### config.mk
export PLATFORM = sky130hd
export DESIGN_NAME = hazard_ctrl
export DESIGN_NICKNAME = d
export VERILOG_FILES = /design/src/rtl/hazard_pkg.sv /design/src/rtl/load_scoreboard.sv /design/src/rtl/hazard_ctrl.sv
export SDC_FILE = /design/constraint.sdc
export NUM_CORES = 1
export LEC_CHECK = 0
export CAP_MARGIN = 20
export CORE_ASPECT_RATIO = 2
export CORE_MARGIN = 2
export CORE_UTILIZATION = 48
export DETAILED_ROUTE_END_ITERATION = 16
export PLACE_DENSITY = 0.8
export SYNTH_ARGS = -nofsm -noshare
export SYNTH_HDL_FRONTEND = slang
export SYNTH_HIERARCHICAL = 1
export SYNTH_SLANG_ARGS = --single-unit
export TNS_END_PERCENT = 20
### constraint.sdc
create_clock -name clk_i -period 3.8 [get_ports clk_i]
set_input_delay 0.95 -clock clk_i [delete_from_list [all_inputs] [get_ports clk_i]]
set_output_delay 0.95 -clock clk_i [all_outputs]
set_load 0.01 [all_outputs]
### src/rtl/hazard_pkg.sv
// Shared types and constants for the load-use hazard controller.
package hazard_pkg;

    localparam int LOAD_LAT_MAX = 4;
    // Entries store rd at this fixed width so one struct covers every REG_AW in use.
    localparam int REG_AW_MAX   = 8;

    typedef struct packed {
        logic                  valid;
        logic [REG_AW_MAX-1:0] rd;
    } sb_entry_t;

    typedef struct packed {
        logic pcWrite;
        logic ifidWrite;
        logic idexBubble;
        logic ifidFlush;
        logic pipeHold;
    } ctrl_t;

    localparam ctrl_t CTRL_IDLE  = ctrl_t'(5'b11000);
    localparam ctrl_t CTRL_STALL = ctrl_t'(5'b00100);
    localparam ctrl_t CTRL_FLUSH = ctrl_t'(5'b11010);
    localparam ctrl_t CTRL_HOLD  = ctrl_t'(5'b00001);

endpackage

### src/rtl/load_scoreboard.sv
// Shift register of in-flight loads (entry 0 = EX) with a parallel source-hit compare.
module load_scoreboard
    import hazard_pkg::*;
#(
    parameter int REG_AW   = 5,
    parameter int LOAD_LAT = 1
) (
    input  logic                clk_i,
    input  logic                rst_i,
    input  logic                advance,
    input  logic                pushValid,
    input  logic [REG_AW-1:0]   pushRd,
    input  logic [REG_AW-1:0]   srcRs,
    input  logic [REG_AW-1:0]   srcRt,
    input  logic                rsUsed,
    input  logic                rtUsed,
    output logic [LOAD_LAT-1:0] hitVec
);

    sb_entry_t sb [LOAD_LAT];

    logic [REG_AW_MAX-1:0] rsExt;
    logic [REG_AW_MAX-1:0] rtExt;
    logic [REG_AW_MAX-1:0] pushExt;

    assign rsExt   = REG_AW_MAX'(srcRs);
    assign rtExt   = REG_AW_MAX'(srcRt);
    assign pushExt = REG_AW_MAX'(pushRd);

    always_ff @(posedge clk_i) begin
        if (!rst_i) begin
            for (int k = 0; k < LOAD_LAT; k++) sb[k] <= '0;
        end else if (advance) begin
            for (int k = LOAD_LAT - 1; k > 0; k--) sb[k] <= sb[k-1];
            sb[0] <= '{valid: pushValid, rd: pushExt};
        end
    end

    always_comb begin
        hitVec = '0;
        for (int k = 0; k < LOAD_LAT; k++)
            hitVec[k] = sb[k].valid && (sb[k].rd != '0) &&
                        ((rsUsed && (sb[k].rd == rsExt)) ||
                         (rtUsed && (sb[k].rd == rtExt)));
    end

endmodule

### src/rtl/hazard_ctrl.sv
// ID-stage hazard controller: load-use stalls vs. memory freezes vs. branch flushes.
module hazard_ctrl
    import hazard_pkg::*;
#(
    parameter int REG_AW   = 5,
    parameter int LOAD_LAT = 1,
    parameter int CNT_W    = 32
) (
    input  logic              clk_i,
    input  logic              rst_i,
    input  logic [REG_AW-1:0] id_rs_i,
    input  logic [REG_AW-1:0] id_rt_i,
    input  logic              id_rs_used_i,
    input  logic              id_rt_used_i,
    input  logic              id_memread_i,
    input  logic [REG_AW-1:0] id_rd_i,
    input  logic              mem_busy_i,
    input  logic              branch_taken_i,
    output logic              pc_write_o,
    output logic              ifid_write_o,
    output logic              idex_bubble_o,
    output logic              ifid_flush_o,
    output logic              pipe_hold_o,
    output logic [CNT_W-1:0]  stall_cycles_o
);

    if (LOAD_LAT < 1 || LOAD_LAT > LOAD_LAT_MAX || REG_AW > REG_AW_MAX) begin : gBadParam
        $error("hazard_ctrl: LOAD_LAT or REG_AW out of range");
    end

    logic [LOAD_LAT-1:0] hitVec;
    logic                luse;
    logic                pushValid;
    ctrl_t               ctrl;
    logic [CNT_W-1:0]    stallCnt;

    assign luse = |hitVec;
    // A stalled consumer becomes a bubble, so only a non-stalled load is recorded.
    assign pushValid = !luse && id_memread_i && (id_rd_i != '0);

    load_scoreboard #(.REG_AW(REG_AW), .LOAD_LAT(LOAD_LAT)) uScoreboard (
        .clk_i     (clk_i),
        .rst_i     (rst_i),
        .advance   (!mem_busy_i),
        .pushValid (pushValid),
        .pushRd    (id_rd_i),
        .srcRs     (id_rs_i),
        .srcRt     (id_rt_i),
        .rsUsed    (id_rs_used_i),
        .rtUsed    (id_rt_used_i),
        .hitVec    (hitVec)
    );

    always_comb begin
        ctrl = CTRL_IDLE;
        if (!rst_i)              ctrl = CTRL_IDLE;
        else if (mem_busy_i)     ctrl = CTRL_HOLD;
        else if (luse)           ctrl = CTRL_STALL;
        else if (branch_taken_i) ctrl = CTRL_FLUSH;
    end

    assign pc_write_o    = ctrl.pcWrite;
    assign ifid_write_o  = ctrl.ifidWrite;
    assign idex_bubble_o = ctrl.idexBubble;
    assign ifid_flush_o  = ctrl.ifidFlush;
    assign pipe_hold_o   = ctrl.pipeHold;

    always_ff @(posedge clk_i) begin
        if (!rst_i)
            stallCnt <= '0;
        else if (luse && !mem_busy_i && (stallCnt != {CNT_W{1'b1}}))
            stallCnt <= stallCnt + 1'b1;
    end

    assign stall_cycles_o = stallCnt;

endmodule

==> flow_summary_export.csv <==
group,metric,value,unit
logic_synthesis,ys_seq_elements,38,
worst_setup_path,cpMaxStageDelayCell,"clkdlybuf4s50_1",
timing,fmax,276.0,MHz
placement,dp_hpwl,3966,µm
timing,slew_headroom,0.4065,
logic_synthesis,synth_edf_count,6,
placement,port_buffers,58,
floorplan,initial_utilization,0.4968,
timing,period_needed,3623,ps
clock_network,htreeDepth,2,
global_route,grt_overflow_total,0,
worst_setup_path,worstPathCellList,"clkdlybuf4s50_1 > xor2_1 > nor4_2 > nand3_1 > a21oi_2 > buf_4 > o21ai_0 > dlygate4sd2_1",
outcome,status,"finished clean",
worst_setup_path,startpoint_type,"input pin",
power,vdd_drop_max,320.3,µV
worst_setup_path,critPathMaxStageDelay,410,ps
worst_setup_path,crit_path_end_kind,"output pin",
timing,rsz0062_at_grt,"no",
route,drt_iter0_drc,33,
logic_synthesis,yosysTopAreaCell,"dfxtp_1",
power,switching_power,0.1718,mW
layout,antennaDiodeCount,0,
logic_synthesis,syn_inst,246,
floorplan,rows,34,
global_route,grt_pass1_wl,8749,µm
logic_synthesis,synth_area_leaders,"dfxtp_1 (30%), xnor2_1 (8.6%), edfxtp_1 (8.4%)",
layout,drive_gt1_frac,0.08469,
logic_synthesis,synth_top_area_share,0.3001,
worst_setup_path,setup.worst_path.start,"id_rs_i[1]",
timing,clock-skew-final,4.111,ps
logic_synthesis,synth_most_common_cell,"dfxtp_1",
clock_network,cts.clk_slew.worst_paths,70,ps
clock_network,ctsRootBufferMaster,"clkbuf_8",
floorplan,design.core.area,4297,µm²
clock_network,clk_latency,290,ps
power,power_density,260.5,nW/µm²
min_path,holdCritPathClass,"register to register",
worst_setup_path,r2r_start,"uScoreboard/sb[0][1]",
power,pwr-share-seq,0.562,
layout,post-route-util,0.6674,
clock_network,cts_hold_buffers,0,
timing,final-max-slew-violation-count,0,
floorplan,die_x,51.16,µm
placement,dp.cells,353,
layout,syn_to_final_growth,34.35,%
logic_synthesis,syn_area,2135,µm²
floorplan,die_h,98.31,µm
timing,setup_viol,0,
route,ant_nets,0,
logic_synthesis,syn_avg_cell_area,8.677,µm²
timing,worst_pin_slew,883.5,ps
global_route,antenna_found_initial,0,
timing,hold_violations,0,
logic_synthesis,yosys-top-cells-count,"dfxtp_1 (32), nor2_1 (28), xnor2_1 (21)",
clock_network,post-cts-setup-buffer-count,0,
logic_synthesis,synth.net_count,269,
power,p_leak,0.9916,nW
floorplan,die_area,5029,µm²
route,viasPerCell,5.676,
timing,fin_ws,176.6,ps
power,swShare,0.2300,
logic_synthesis,ys_types,41,
clock_network,cts_buffer_depth,2,
timing,finalCritPeriodShare,0.9535,
layout,finalNonFillerCells,361,
clock_network,cts_sinks,38,
clock_network,numCtsBuffers,5,
worst_setup_path,arrival,2670,ps
worst_setup_path,criticalPathCategory,"input pin to output pin",
layout,nets,329,
power,p_int,0.5753,mW
power,p_clk_frac,0.356,
timing,fin_worst_hold_slack,504.8,ps
flow_run,maxCapViolations,0,
clock_network,cts_tree,"built",
power,combPwrFrac,0.082,
min_path,hold_start,"stall_cycles_o[27]",
placement,gp_congestion,0.7771,
global_route,grt_usage,0.2247,
timing,tns,0,ps
global_route,grt_max_degree,19,
logic_synthesis,yosysWarnings,6,
worst_setup_path,cp_max_fo,4,
placement,post-place-ws,-161.7,ps
route,wl,5306,µm
route,remaining_drc_errors,0,
route,vias,2049,
route,wl_per_cell,14.70,µm
logic_synthesis,synth_seq_area_share,0.3845,
route,drtPass1Iterations,4,
logic_synthesis,synth_flop_cell,"dfxtp_1",
worst_setup_path,critical_path_required,2850,ps
logic_synthesis,async_flop_share,0,
floorplan,num_io_pins,59,
global_route,grt_pass1_vias,1963,
==> path summary, 6_finish.rpt <==
check	slack [ps]	cells past startpoint	endpoint
setup reg to reg	1090	10	stall_cycles_o[31]
hold reg to reg	500	2	stall_cycles_o[27]
hold / removal	500	2	stall_cycles_o[27]
setup / recovery	180	8	ifid_write_o
==> final cells by class <==
cell class                      instances  area (µm²)
Fill cell                             378        1429
Clock buffer                            6       72.57
Timing Repair Buffer                   65       631.9
Tap cell                               54       67.56
Inverter                                8       30.03
Sequential cell                        38       820.8
Multi-Input combinational cell        188        1236
Clock inverter                          2       8.758
==> logic make-up after synthesis <==
family,after synthesis,synth area share
AO/OA/AOI/OAI,38,0.1207
XOR/XNOR,29,0.1190
adder cells (fa/ha/maj),1,0.005861
buffers and inverters,20,0.04103
flip-flops,38,0.3845
multiplexers,3,0.01407
AND/OR/NAND/NOR,117,0.3148
==> power by group through the flow <==
stage               combinational (mW)  sequential [mW]  clock (mW)
floorplan                       0.0255            0.427           0
global placement                0.0598            0.428           0
detailed placement              0.0610            0.429           0
CTS                             0.0622            0.419       0.271
global route                    0.0668            0.420       0.282
finish                          0.0616            0.420       0.266
==> registers in the layout, indices dropped and copies added, names as in the netlist <==
register	cells
stall_cycles_o	32
uScoreboard/sb	6
==> per-stage QoR <==
| stage | area [µm²] | total power, mW |
|---|---|---|
| after floorplan | 2135 | 0.4524 |
| after global placement | 2778 | 0.4881 |
| after detailed placement | 2778 | 0.4897 |
| after CTS | 2865 | 0.7529 |
| after global routing | 2868 | 0.7682 |
| final | 2868 | 0.7471 |
==> metal layers <==
| metal | track usage | up-vias | share of wire | routed length [µm] |
|---|---|---|---|---|
| met2 | 0.4156 | 66 | 0.54 | 2865 |
| li1 | - | 1015 | - | - |
| met3 | 0.04281 | 9 | 0.066 | 350 |
| met4 | 0.1102 | 0 | 0.022 | 119 |
| met1 | 0.2279 | 959 | 0.37 | 1972 |
| met5 | 0 | - | 0 | 0 |
==> repair_timing <==
action	CTS	global route
endpoints found under the setup margin	4	1
gates resized for setup	5	1
pin swaps	1	1
endpoints found under the hold margin	0	0
==> critical path, delay by kind of cell <==
| kind | cells | cell delay [ps] |
|---|---|---|
| AO/OA/AOI/OAI | 2 | 260 |
| XOR/XNOR | 1 | 160 |
| buffers and inverters | 3 | 840 |
| AND/OR/NAND/NOR | 2 | 450 |
==> cell usage in the layout, fill, tap and decap left out, types with 5 or more instances in the layout <==
| cell type | count |
|---|---|
| clkdlybuf4s50_1 | 54 |
| dfxtp_1 | 32 |
| nor2_1 | 28 |
| xnor2_1 | 21 |
| nand2_1 | 18 |
| nand3_1 | 15 |
| nand4_1 | 11 |
| a211oi_1 | 9 |
| inv_1 | 8 |
| and3_1 | 8 |
| a21oi_1 | 8 |
| xor2_1 | 8 |
| buf_4 | 7 |
| o21ai_0 | 6 |
| a2111oi_0 | 6 |
| nor4_1 | 6 |
| edfxtp_1 | 6 |
| or3_1 | 5 |
| clkbuf_8 | 5 |
Power figures use the tool's default switching activity.
